$ cat src/rtl/pbp_train_sched_if.sv
// pbp_train_sched_if: resolved-branch event stream and perceptron table port bundle
interface pbp_train_sched_if #(
   parameter int w_bits   = 8,
   parameter int hist_len = 12,
   parameter int b_sets   = 5
);
   logic                           ev_valid;
   logic                           ev_ready;
   logic [b_sets-1:0]              ev_index;
   logic                           ev_taken;
   logic                           ev_pred;
   logic [w_bits-1:0]              ev_y;
   logic [hist_len-1:0]            ev_hist;
   logic [b_sets-1:0]              pt_rd_index;
   logic [(hist_len+1)*w_bits-1:0] pt_rd_data;
   logic                           pt_wr_en;
   logic [b_sets-1:0]              pt_wr_index;
   logic [(hist_len+1)*w_bits-1:0] pt_wr_data;

   modport slave (
      input  ev_valid, ev_index, ev_taken, ev_pred, ev_y, ev_hist, pt_rd_data,
      output ev_ready, pt_rd_index, pt_wr_en, pt_wr_index, pt_wr_data
   );

   modport master (
      output ev_valid, ev_index, ev_taken, ev_pred, ev_y, ev_hist, pt_rd_data,
      input  ev_ready, pt_rd_index, pt_wr_en, pt_wr_index, pt_wr_data
   );
endinterface

$ cat src/rtl/pbp_train_sched.sv
// pbp_train_sched: clears the perceptron table after reset, then filters, queues and applies saturating training updates
module pbp_train_sched #(
   parameter int w_bits   = 8,
   parameter int hist_len = 12,
   parameter int b_sets   = 5,
   parameter int q_depth  = 4,
   parameter int theta    = 37
) (
   input  logic             clk,
   input  logic             rst_n,
   pbp_train_sched_if.slave bus,
   output logic             init_busy_o,
   output logic [15:0]      train_cnt_o
);
   localparam int aw = $clog2(q_depth);
   localparam int rw = (hist_len + 1) * w_bits;
   localparam int ew = b_sets + hist_len + 1;
   localparam logic [w_bits:0]   theta_c = (w_bits + 1)'(theta);
   localparam logic [w_bits-1:0] w_max   = {1'b0, {(w_bits - 1){1'b1}}};
   localparam logic [w_bits-1:0] w_min   = {1'b1, {(w_bits - 1){1'b0}}};

   typedef enum logic [1:0] {RST, INIT, IDLE, WR} state_t;

   state_t              state_q, state_d;
   logic [ew-1:0]       fifo_q [q_depth];
   logic [aw-1:0]       wp_q, rp_q;
   logic [aw:0]         cnt_q;
   logic [b_sets-1:0]   init_q, lat_idx_q;
   logic                lat_taken_q;
   logic [hist_len-1:0] lat_hist_q;
   logic [rw-1:0]       lat_row_q, upd_row;
   logic [15:0]         train_cnt_q;
   logic [hist_len:0]   up_v;
   logic [w_bits:0]     y_ext, abs_y;
   logic                push, pop, empty, full;

   assign empty = cnt_q == '0;
   assign full  = cnt_q == (aw + 1)'(q_depth);
   assign bus.ev_ready = (state_q == IDLE || state_q == WR) && !full;
   assign y_ext = {bus.ev_y[w_bits-1], bus.ev_y};
   assign abs_y = y_ext[w_bits] ? -y_ext : y_ext;
   assign push  = bus.ev_valid && bus.ev_ready && (bus.ev_pred != bus.ev_taken || abs_y <= theta_c);
   assign pop   = state_q == WR;
   assign bus.pt_rd_index = fifo_q[rp_q][ew-1 -: b_sets];
   assign train_cnt_o = train_cnt_q;

   // Bias moves toward the outcome; each history weight moves toward agreement with its history bit
   assign up_v = {lat_taken_q, ~(lat_hist_q ^ {hist_len{lat_taken_q}})};

   for (genvar i = 0; i <= hist_len; i++) begin : g_upd
      logic [w_bits-1:0] w;
      assign w = lat_row_q[i*w_bits +: w_bits];
      assign upd_row[i*w_bits +: w_bits] = up_v[i] ? (w == w_max ? w : w + 1'b1)
                                                   : (w == w_min ? w : w - 1'b1);
   end

   // State, queue pointers, clear counter and commit counter
   always_ff @(posedge clk or negedge rst_n) begin
      if (!rst_n) begin
         state_q     <= RST;
         wp_q        <= '0;
         rp_q        <= '0;
         cnt_q       <= '0;
         init_q      <= '0;
         train_cnt_q <= '0;
      end else begin
         state_q <= state_d;
         if (state_q == INIT) init_q <= init_q + 1'b1;
         if (push) wp_q <= wp_q + 1'b1;
         if (pop) rp_q <= rp_q + 1'b1;
         if (pop) train_cnt_q <= train_cnt_q + 16'd1;
         cnt_q <= cnt_q + (aw + 1)'(push) - (aw + 1)'(pop);
      end
   end

   // Queue storage and the head snapshot taken in IDLE so WR writes a consistent update
   always_ff @(posedge clk) begin
      if (push) fifo_q[wp_q] <= {bus.ev_index, bus.ev_taken, bus.ev_hist};
      if (state_q == IDLE && !empty) begin
         lat_idx_q   <= fifo_q[rp_q][ew-1 -: b_sets];
         lat_taken_q <= fifo_q[rp_q][hist_len];
         lat_hist_q  <= fifo_q[rp_q][hist_len-1:0];
         lat_row_q   <= bus.pt_rd_data;
      end
   end

   // Next state and table write port: zero rows during the clear, trained row in WR
   always_comb begin
      state_d         = state_q;
      bus.pt_wr_en    = 1'b0;
      bus.pt_wr_index = lat_idx_q;
      bus.pt_wr_data  = upd_row;
      init_busy_o     = 1'b0;
      case (state_q)
         RST: begin
            init_busy_o = 1'b1;
            state_d     = INIT;
         end
         INIT: begin
            init_busy_o     = 1'b1;
            bus.pt_wr_en    = 1'b1;
            bus.pt_wr_index = init_q;
            bus.pt_wr_data  = '0;
            state_d         = init_q == '1 ? IDLE : INIT;
         end
         IDLE: state_d = empty ? IDLE : WR;
         WR: begin
            bus.pt_wr_en = 1'b1;
            state_d      = IDLE;
         end
         default: state_d = RST;
      endcase
   end
endmodule
$ cat src/flat_wrapper.sv
// flat-port wrapper written by rule: the top's interface ports become plain ports
module pbp_train_sched_flat 
#(
   parameter int w_bits   = 8,
   parameter int hist_len = 12,
   parameter int b_sets   = 5,
   parameter int q_depth  = 4,
   parameter int theta    = 37
)
  (clk, rst_n, init_busy_o, train_cnt_o, bus_ev_valid, bus_ev_index, bus_ev_taken, bus_ev_pred, bus_ev_y, bus_ev_hist, bus_pt_rd_data, bus_ev_ready, bus_pt_rd_index, bus_pt_wr_en, bus_pt_wr_index, bus_pt_wr_data);
  pbp_train_sched_if #(.w_bits(w_bits), .hist_len(hist_len), .b_sets(b_sets)) bus_i ();
  input  logic clk;
  input  logic rst_n;
  output logic init_busy_o;
  output logic [15:0] train_cnt_o;
  input wire logic [$bits(bus_i.ev_valid)-1:0] bus_ev_valid;
  input wire logic [$bits(bus_i.ev_index)-1:0] bus_ev_index;
  input wire logic [$bits(bus_i.ev_taken)-1:0] bus_ev_taken;
  input wire logic [$bits(bus_i.ev_pred)-1:0] bus_ev_pred;
  input wire logic [$bits(bus_i.ev_y)-1:0] bus_ev_y;
  input wire logic [$bits(bus_i.ev_hist)-1:0] bus_ev_hist;
  input wire logic [$bits(bus_i.pt_rd_data)-1:0] bus_pt_rd_data;
  output wire logic [$bits(bus_i.ev_ready)-1:0] bus_ev_ready;
  output wire logic [$bits(bus_i.pt_rd_index)-1:0] bus_pt_rd_index;
  output wire logic [$bits(bus_i.pt_wr_en)-1:0] bus_pt_wr_en;
  output wire logic [$bits(bus_i.pt_wr_index)-1:0] bus_pt_wr_index;
  output wire logic [$bits(bus_i.pt_wr_data)-1:0] bus_pt_wr_data;
  assign bus_i.ev_valid = bus_ev_valid;
  assign bus_i.ev_index = bus_ev_index;
  assign bus_i.ev_taken = bus_ev_taken;
  assign bus_i.ev_pred = bus_ev_pred;
  assign bus_i.ev_y = bus_ev_y;
  assign bus_i.ev_hist = bus_ev_hist;
  assign bus_i.pt_rd_data = bus_pt_rd_data;
  assign bus_ev_ready = bus_i.ev_ready;
  assign bus_pt_rd_index = bus_i.pt_rd_index;
  assign bus_pt_wr_en = bus_i.pt_wr_en;
  assign bus_pt_wr_index = bus_i.pt_wr_index;
  assign bus_pt_wr_data = bus_i.pt_wr_data;
  pbp_train_sched #(.w_bits(w_bits), .hist_len(hist_len), .b_sets(b_sets), .q_depth(q_depth), .theta(theta)) u_core (.clk(clk), .rst_n(rst_n), .bus(bus_i), .init_busy_o(init_busy_o), .train_cnt_o(train_cnt_o));
endmodule
$ cat config.mk
export PLATFORM = sky130hd
export DESIGN_NAME = pbp_train_sched_flat
export DESIGN_NICKNAME = d
export VERILOG_FILES = /design/src/rtl/pbp_train_sched_if.sv /design/src/rtl/pbp_train_sched.sv /design/src/flat_wrapper.sv
export SDC_FILE = /design/constraint.sdc
export NUM_CORES = 1
export LEC_CHECK = 0
export ABC_CLOCK_PERIOD_IN_PS = 20200
export CAP_MARGIN = 20
export CORE_MARGIN = 3
export CORE_UTILIZATION = 55
export CTS_CLUSTER_DIAMETER = 120
export DETAILED_ROUTE_END_ITERATION = 10
export PLACE_DENSITY = 0.95
export SETUP_SLACK_MARGIN = 0.3
export SYNTH_ARGS = -nofsm -noshare
export SYNTH_HDL_FRONTEND = slang
export SYNTH_SLANG_ARGS = --single-unit
$ cat constraint.sdc
create_clock -name clk -period 20.2 [get_ports clk]
set_input_delay 6.06 -clock clk [delete_from_list [all_inputs] [get_ports clk]]
set_output_delay 6.06 -clock clk [all_outputs]
set_load 0.02 [all_outputs]
# Word level (Yosys, flattened, before mapping)
# Memory sizes are Yosys's and may differ from the RTL's.
# Cells that the tools add are included.
[word_totals] word_cells=140 register_bits=152 latch_bits=0 ramBits=72 input_bits=134 memories=1 out_inout_bits=133 rom_bits=0
[mem_list] name="u_core.fifo_q" depth=4 width=18 rd=1 rd_clocked_by_memory_dff=0 write_ports=1 line_no="pbp_train_sched.sv:25" text="logic [ew-1:0] fifo_q [q_depth];"
[op_classes] n_addsub=33 div_mod_pow=0 reduce_logical=12 muxes=49 n_shift=0 n_mul=0 magnitude_cmp=1 bitwise=2 n_eq_ne=32
[op_table] op="$mux 8" n=39
[op_table] op="$add 8x1->8 const B" n=13
[op_table] op="$eq 8x7->1 const B" n=13
[op_table] op="$eq 8x8->1 const B" n=13
[op_table] op="$mux 104" n=1
[op_table] op="$sub 8x1->8 const B" n=13
[op_table] op="$add 16x1->16 const B" n=1
[op_table] op="$not 12->12" n=1
[op_table] op="$xor 12x12->12" n=1
[op_table] op="$le 9x6->1 const B" n=1
[op_table] op="$mux 9" n=1
[op_table] op="$neg 9->9" n=1
[op_table] op="$pmux 2 s4" n=1
[op_table] op="$add 5x1->5 const B" n=1
[op_table] op="$eq 5x5->1 const B" n=1
[op_table] op="$mux 1" n=5
[op_table] op="$mux 5" n=1
[op_table] op="$add 2x1->2 const B" n=2
[op_table] op="$eq 2x2->1 const B" n=2
[op_table] op="$logic_and 1x1->1" n=4
[op_table] op="$reduce_or 2->1" n=2
[op_table] op="$add 3x1->3" n=1
[op_table] op="$eq 3x3->1 const B" n=1
[op_table] op="$logic_not 3->1" n=1
[op_table] op="7 further kinds" n=9

# Longest topological paths before layout
# Gate-level depths: netlist (run 1).
[logic_depth] depth_word=7 ltp_mapped=11 depth_no_buf=11

# Least setup slack after synthesis (run 1)
# Ideal clock, no wire load.
[synth_path] path_kind="reg2reg" startpoint="reg u_core.state_q[1]" endpoint="reg u_core.lat_hist_q[0], read port of u_core.fifo_q, enable pin" path_slack_ps=10540 required_time_ps=19445 stages_incl_launch_ff=3 path_buffers=0 setup_time_ps=755 arrival_time_ps=8905 synth_period_minus_slack_ps=9660 path_cell_list="dfrtp_1 inv_1 nor3_1"
[synth_between] elab_chain_cells=2
[synth_lines] element="from (decl)" line_no="pbp_train_sched.sv:24" text="state_t state_q, state_d;"
[synth_lines] element="from (signal assigned)" line_no="pbp_train_sched.sv:67" text="state_q <= state_d;"
[synth_lines] element="$eq 2x2->1" line_no="pbp_train_sched.sv:79" text="if (state_q == IDLE && !empty) begin"
[synth_lines] element="$logic_and 1x1->1" line_no="pbp_train_sched.sv:79"
[synth_lines] element="to (decl)" line_no="pbp_train_sched.sv:30" text="logic [hist_len-1:0] lat_hist_q;"
# No other way between the ends.
# A chain may end at the register's enable or synchronous reset.

# Final worst setup path (run 1)
[layout_path] startpoint="reg u_core.lat_taken_q, read port of u_core.fifo_q" endpoint="out bus_pt_wr_data[17]"
[layout_between] elab_chain_cells=4
[layout_lines] element="from (decl)" line_no="pbp_train_sched.sv:29" text="logic lat_taken_q;"
[layout_lines] element="$xor 12x12->12" line_no="pbp_train_sched.sv:48" text="assign up_v = {lat_taken_q, ~(lat_hist_q ^ {hist_len{lat_taken_q}})};"
[layout_lines] element="$not 12->12" line_no="pbp_train_sched.sv:48"
[layout_lines] element="$mux 8" line_no="pbp_train_sched.sv:53" text="assign upd_row[i*w_bits +: w_bits] = up_v[i] ? (w == w_max ? w : w + 1'b1)"
[layout_lines] element="$mux 104" line_no="pbp_train_sched.sv:94" text="case (state_q)"
[layout_lines] element="to (decl)" line_no="flat_wrapper.sv:27" text="output wire logic [$bits(bus_i.pt_wr_data)-1:0] bus_pt_wr_data;"
# No other way between the ends.

==> results of run 1 <==
-- metal layers --
metal | GRT usage [%] | up-vias | share of wire [%]
li1 | - | 5379 | -
met1 | 33.30 | 5523 | 39
met2 | 45.47 | 593 | 49
met3 | 5.960 | 97 | 8.7
met4 | 7.612 | 6 | 3.0
met5 | 0 | - | 0.094
-- layout by cell type, fill, tap and decap left out, types with 49 or more instances in the layout --
master | Yosys | final
clkdlybuf4s50_1 | 0 | 266
a21oi_1 | 71 | 71
xnor2_1 | 51 | 51
nand2_1 | 112 | 112
ha_1 | 49 | 49
nor3_1 | 51 | 50
inv_1 | 55 | 55
nand3_1 | 53 | 53
nor2_1 | 125 | 125
edfxtp_1 | 194 | 194
-- where the power goes --
part	switching, mW	internal [mW]	total [mW]
combinational	1.08	0.832	1.91
clock	0.189	0.246	0.434
sequential	0.198	0.694	0.893
total	1.46	1.77	3.24
-- cell families after synthesis --
family | count (synthesis) | synth area share (%)
simple gates | 486 | 17.89
xor+xnor | 81 | 5.484
mux | 48 | 5.254
flops | 224 | 48.28
compound gates | 288 | 14.66
fa+ha+maj | 50 | 4.648
buf+inv | 129 | 3.785
-- sequential cells by signal, summed over array words and instances (netlist names), 3 cells and up --
signal / flops
u_core.train_cnt_o: 16
u_core.lat_hist_q: 12
u_core.fifo_q: 72
u_core.init_q: 5
u_core.lat_row_q: 104
u_core.cnt_q: 3
u_core.lat_idx_q: 5
-- stage by stage --
| stage | cell area [um^2] | util (%) | total power [mW] | instances |
|---|---|---|---|---|
| floorplan | 13620 | - | 2.053 | 1306 |
| global placement | 16460 | 68.88 | 2.719 | 1827 |
| detailed placement | 16460 | 68.88 | 2.782 | 1827 |
| CTS | 17240 | 72.14 | 3.232 | 1871 |
| global route | 17240 | 72.15 | 3.420 | 1872 |
| finish | 17240 | 72.16 | 3.236 | 1873 |
-- path summary, 6_finish.rpt --
kind,from,end,slack (ps),cells after the start
min in group asynchronous,rst_n,u_core.train_cnt_o[4]$_DFFE_PN0P_,5920,2
setup / recovery,u_core.lat_taken_q$_DFFE_PP_,bus_pt_wr_data[17],10420,6
setup reg to reg,u_core.state_q[1]$_DFF_PN0_,u_core.lat_row_q[39]$_DFFE_PP_,17570,4
hold / removal,u_core.train_cnt_o[15]$_DFFE_PN0P_,u_core.train_cnt_o[15]$_DFFE_PN0P_,490,1
max in group asynchronous,rst_n,u_core.train_cnt_o[9]$_DFFE_PN0P_,14000,2
hold reg to reg,u_core.train_cnt_o[15]$_DFFE_PN0P_,u_core.train_cnt_o[15]$_DFFE_PN0P_,490,1
-- final cells by class --
class	count	area, um^2
clock buffers	30	654.4
repair buffers	275	2730
flip-flops and latches	224	6576
fillers	1625	6653
diodes	2	5.005
inverters	56	210.2
multi-input cells	953	6541
clock inverters	14	123.9
well taps	319	399.1
-- worst max-delay path: stages, from the launching register on --
cell             delay (ps)
edfxtp_1                350
buf_4                   320
xnor2_1                 960
a41oi_1                 310
a311o_1                 430
a31oi_1                 180
clkdlybuf4s50_1         630
==> impl_metrics.json, run 1 <==
{
  "vias": 11600,
  "cts_setup_buffers": 0,
  "via_per_inst": 6.192,
  "final_nets": 1719,
  "worst_pin_slew_ps": 1118,
  "antenna_found_initial": 4,
  "die_y_um": 163.4,
  "final-hold-violation-count": 0,
  "die-area_mm2": 0.02669,
  "post-route-min-period_ps": 9776,
  "hp-class": "reg -> reg",
  "drive_gt1_share_pct": 6.572,
  "worst_slack_ps": 10420,
  "synth_top_area_share_pct": 42.77,
  "finalSetupViolCount": 0,
  "cts_sinks": 224,
  "num_rows": 56,
  "post-place-ws_ps": 11020,
  "holdWs_ps": 488.1,
  "crit_arrival_ps": 3720,
  "io_pins": 267,
  "start_util_pct": 57.01,
  "cts_inserted_buffers": 25,
  "synthesis.area_mm2": 0.01362,
  "overflow": 0,
  "wl_mm": 36.17,
  "skew_ps": 9.838,
  "vdd_ir_drop_max_mv": 0.1423,
  "clk_pin_slew_ps": 60,
  "end_kind": "primary output",
  "cts_tree": "built",
  "max_freq_mhz": 102.3,
  "synth_seq_area_share_pct": 48.28,
  "detail-route-antenna-nets": 0,
  "grt_pass1_vias": 11290,
  "cap_violations": 0,
  "coreArea_mm2": 0.02389,
  "syn_avg_cell_area_um2": 10.43,
  "setup_tns_ps": 0,
  "grt_util_all_layers_pct": 26.31,
  "yosys_warnings": 0,
  "die_x_um": 163.4,
  "synth_top_area_cell": "edfxtp_1",
  "fin_crit_sh_pct": 48.40,
  "cts_resized": 0,
  "area_growth_pct": 26.58,
  "outcome": "finished, final reports clean",
  "power.leakage_nw": 6.309,
  "power.density_mw_per_mm2": 187.7,
  "hpwl_mm": 25.47,
  "drt_pass1_iterations": 7,
  "maxSlewHeadroom_pct": 24.95,
  "grt_pass1_wl_mm": 57.38,
  "gp_congestion": 0.9513,
  "ys_types": 82,
  "clk_latency_ps": 540,
  "crit_path_start_kind": "flip-flop",
  "ys_top_cells_by_area": "edfxtp_1 (43%), dfrtp_1 (5.5%), ha_1 (4.5%)",
  "yosysMostFrequentCell": "edfxtp_1",
  "synth_nets": 1490,
  "synth_ff_type": "edfxtp_1",
  "synth_async_sr_flop_share_pct": 13.39,
  "numPortBuffers": 266,
  "cts_buffer_depth": 3,
  "yosys-top-cells-count": "edfxtp_1 (194), nor2_1 (125), nand2_1 (112), a21oi_1 (71), clkbuf_1 (60)",
  "synth_seq_cells": 224,
  "drc": 0,
  "drt-wirelength-per-cell_um": 19.31,
  "synthesis.instances": 1306,
  "critPathRequiredTime_ps": 14140,
  "synth_edf_count": 194,
  "path_class": "reg -> out",
  "slew_violations": 0,
  "worst-path-max-fanout": 35,
  "h-tree-depth": 1,
  "rsz0062_at_grt": "no",
  "grt_max_degree": 87,
  "cts-root-buf": "clkbuf_16",
  "hold_buffers": 0,
  "drt_iter0_drc": 1202
}
(Power assumes the default switching activity.)
==> run 2, diff against run 1 <==
--- a/config.mk
+++ b/config.mk
@@ -5,13 +5,13 @@
 export SDC_FILE = /design/constraint.sdc
 export NUM_CORES = 1
 export LEC_CHECK = 0
-export ABC_CLOCK_PERIOD_IN_PS = 20200
+export ABC_CLOCK_PERIOD_IN_PS = 8900
 export CAP_MARGIN = 20
 export CORE_MARGIN = 3
-export CORE_UTILIZATION = 55
+export CORE_UTILIZATION = 48
 export CTS_CLUSTER_DIAMETER = 120
 export DETAILED_ROUTE_END_ITERATION = 10
-export PLACE_DENSITY = 0.95
+export PLACE_DENSITY = 0.89
 export SETUP_SLACK_MARGIN = 0.3
 export SYNTH_ARGS = -nofsm -noshare
 export SYNTH_HDL_FRONTEND = slang
==> constraint.sdc (replaced) <==
create_clock -name clk -period 8.9 [get_ports clk]
set_input_delay 2.67 -clock clk [delete_from_list [all_inputs] [get_ports clk]]
set_output_delay 2.67 -clock clk [all_outputs]
set_load 0.02 [all_outputs]
==> impl_metrics.json, run 2 (synthesis results as in run 1) <==
{
  "outcome": "finished, final reports clean",
  "h-tree-depth": 1,
  "reg2reg_to": "u_core.fifo_q[3][7]$_DFFE_PP_",
  "die_x_um": 174.5,
  "fin_crit_sh_pct": 70.52,
  "utilization_pct": 62.87,
  "crit_buf_inv": 2,
  "rsz0062_at_grt": "no",
  "drt_pass1_iterations": 7,
  "reg2reg_slack_ps": 6460,
  "clk_latency_ps": 550,
  "power.density_mw_per_mm2": 429.0,
  "path_cells": "buf_4 -> xnor2_1 -> o21ai_0 -> mux2i_1 -> a31oi_1 -> nor2_1 -> clkdlybuf4s50_1",
  "io_pins": 267,
  "die-area_mm2": 0.03043,
  "via_per_inst": 5.881,
  "hold_end": "u_core.train_cnt_o[15]$_DFFE_PN0P_",
  "drt_iter0_drc": 1366,
  "r2r_start": "u_core.cnt_q[1]$_DFF_PN0_",
  "min_path_cells": 1,
  "worst-path-max-fanout": 35,
  "drc": 0,
  "crit_path_start_kind": "flip-flop",
  "crit_family": "buffers and inverters",
  "hold_path.startpoint": "u_core.train_cnt_o[15]$_DFFE_PN0P_",
  "hpwl_mm": 25.47,
  "post-route-min-period_ps": 6276,
  "layout_commonest_cell": "clkdlybuf4s50_1",
  "slew_violations": 0,
  "power.leakage_nw": 6.399,
  "cts_resized": 0,
  "overflow": 0,
  "cts_sinks": 224,
  "end_kind": "primary output",
  "cts_tree": "built",
  "fillers": 2125,
  "cts-root-buf": "clkbuf_16",
  "final_nets": 1722,
  "worst_pin_slew_ps": 974.6,
  "grt_util_all_layers_pct": 22.84,
  "dpl-instance-area_mm2": 0.01653,
  "start_util_pct": 48.89,
  "skew_ps": 19.33,
  "gp_congestion": 0.9062,
  "coreArea_mm2": 0.02786,
  "stdcell_area_mm2": 0.01751,
  "maxSlewHeadroom_pct": 35.03,
  "cap_violations": 0,
  "clk_pin_slew_ps": 60,
  "area_growth_pct": 28.59,
  "num_rows": 61,
  "cts_inserted_buffers": 27,
  "vdd_ir_drop_max_mv": 0.3229,
  "grt_pass1_vias": 10870,
  "critPathRequiredTime_ps": 6230,
  "cts_setup_buffers": 0,
  "largest_reg_flops": 104,
  "setup_tns_ps": 0,
  "grt_pass1_wl_mm": 57.18,
  "cts_buffer_depth": 3,
  "slowest_stage": "xnor2_1",
  "drt-wirelength-per-cell_um": 18.61,
  "vias": 11400,
  "detail-route-antenna-nets": 0,
  "multiInputGateArea_mm2": 0.006548,
  "p_total_mw": 7.514,
  "ff_latch_area_mm2": 0.006576,
  "antenna_found_initial": 5,
  "crit_path_max_incr_delay_ps": 810,
  "final-hold-violation-count": 0,
  "dp.cells": 1885,
  "wl_mm": 36.07,
  "final_cell_mix": "clkdlybuf4s50_1 (266), edfxtp_1 (194), nor2_1 (125)",
  "crit_arrival_ps": 3610,
  "numPortBuffers": 266,
  "grt_max_degree": 72,
  "die_y_um": 174.5,
  "top_register": "u_core.lat_row_q",
  "finalSetupViolCount": 0,
  "ff2ff_path_depth": 5,
  "hp-class": "reg -> reg",
  "max_freq_mhz": 159.3,
  "finalNonFillerCells": 1938,
  "hold_buffers": 0,
  "path_class": "reg -> out",
  "drive_gt1_share_pct": 6.863
}
[run 2: how the worst max path moves through the flow]
| stage | from | endpoint | cells after the start |
|---|---|---|---|
| final | u_core.lat_taken_q$_DFFE_PP_ | bus_pt_wr_data[73] | 7 |
| after global placement | u_core.lat_taken_q$_DFFE_PP_ | bus_pt_wr_data[17] | 6 |
| after global routing | u_core.lat_taken_q$_DFFE_PP_ | bus_pt_wr_data[73] | 7 |
| after floorplan | u_core.state_q[1]$_DFF_PN0_ | u_core.lat_hist_q[0]$_DFFE_PP_ | 2 |
| after detailed placement | u_core.lat_taken_q$_DFFE_PP_ | bus_pt_wr_data[17] | 6 |
| after CTS | u_core.lat_taken_q$_DFFE_PP_ | bus_pt_wr_data[17] | 6 |
[run 2: final cells by class]
cell class                 instances  area share, %
clock buffer                      36          4.408
inverter                          56          1.200
sequential                       224          37.55
tap                              378          2.700
antenna                            1        0.01429
multi-input combinational        953          37.38
timing repair buffer             276          15.70
clock inverter                    14          1.043
[run 2: stage by stage]
step                worst slack (ps)  hold WS, ps
finish                          2624        497.2
global route                    2301        522.1
floorplan                       3018        459.1
CTS                             2458        505.0
detailed placement              3055        492.5
global placement                3105        457.8
[run 2: layer usage]
layer	part of all wire [%]	GRT usage (%)	up-vias
li1	-	-	5399
met1	40	29.61	5422
met2	49	38.69	483
met3	8.2	5.395	85
met4	2.6	6.032	8
met5	0.13	0	-
[run 2: report_power, final]
group	internal, mW	switching [mW]	leakage, nW	total [mW]
Clock	0.704	0.457	0.459	1.16
Combinational	1.89	2.44	3.71	4.33
Sequential	1.58	0.441	2.23	2.02
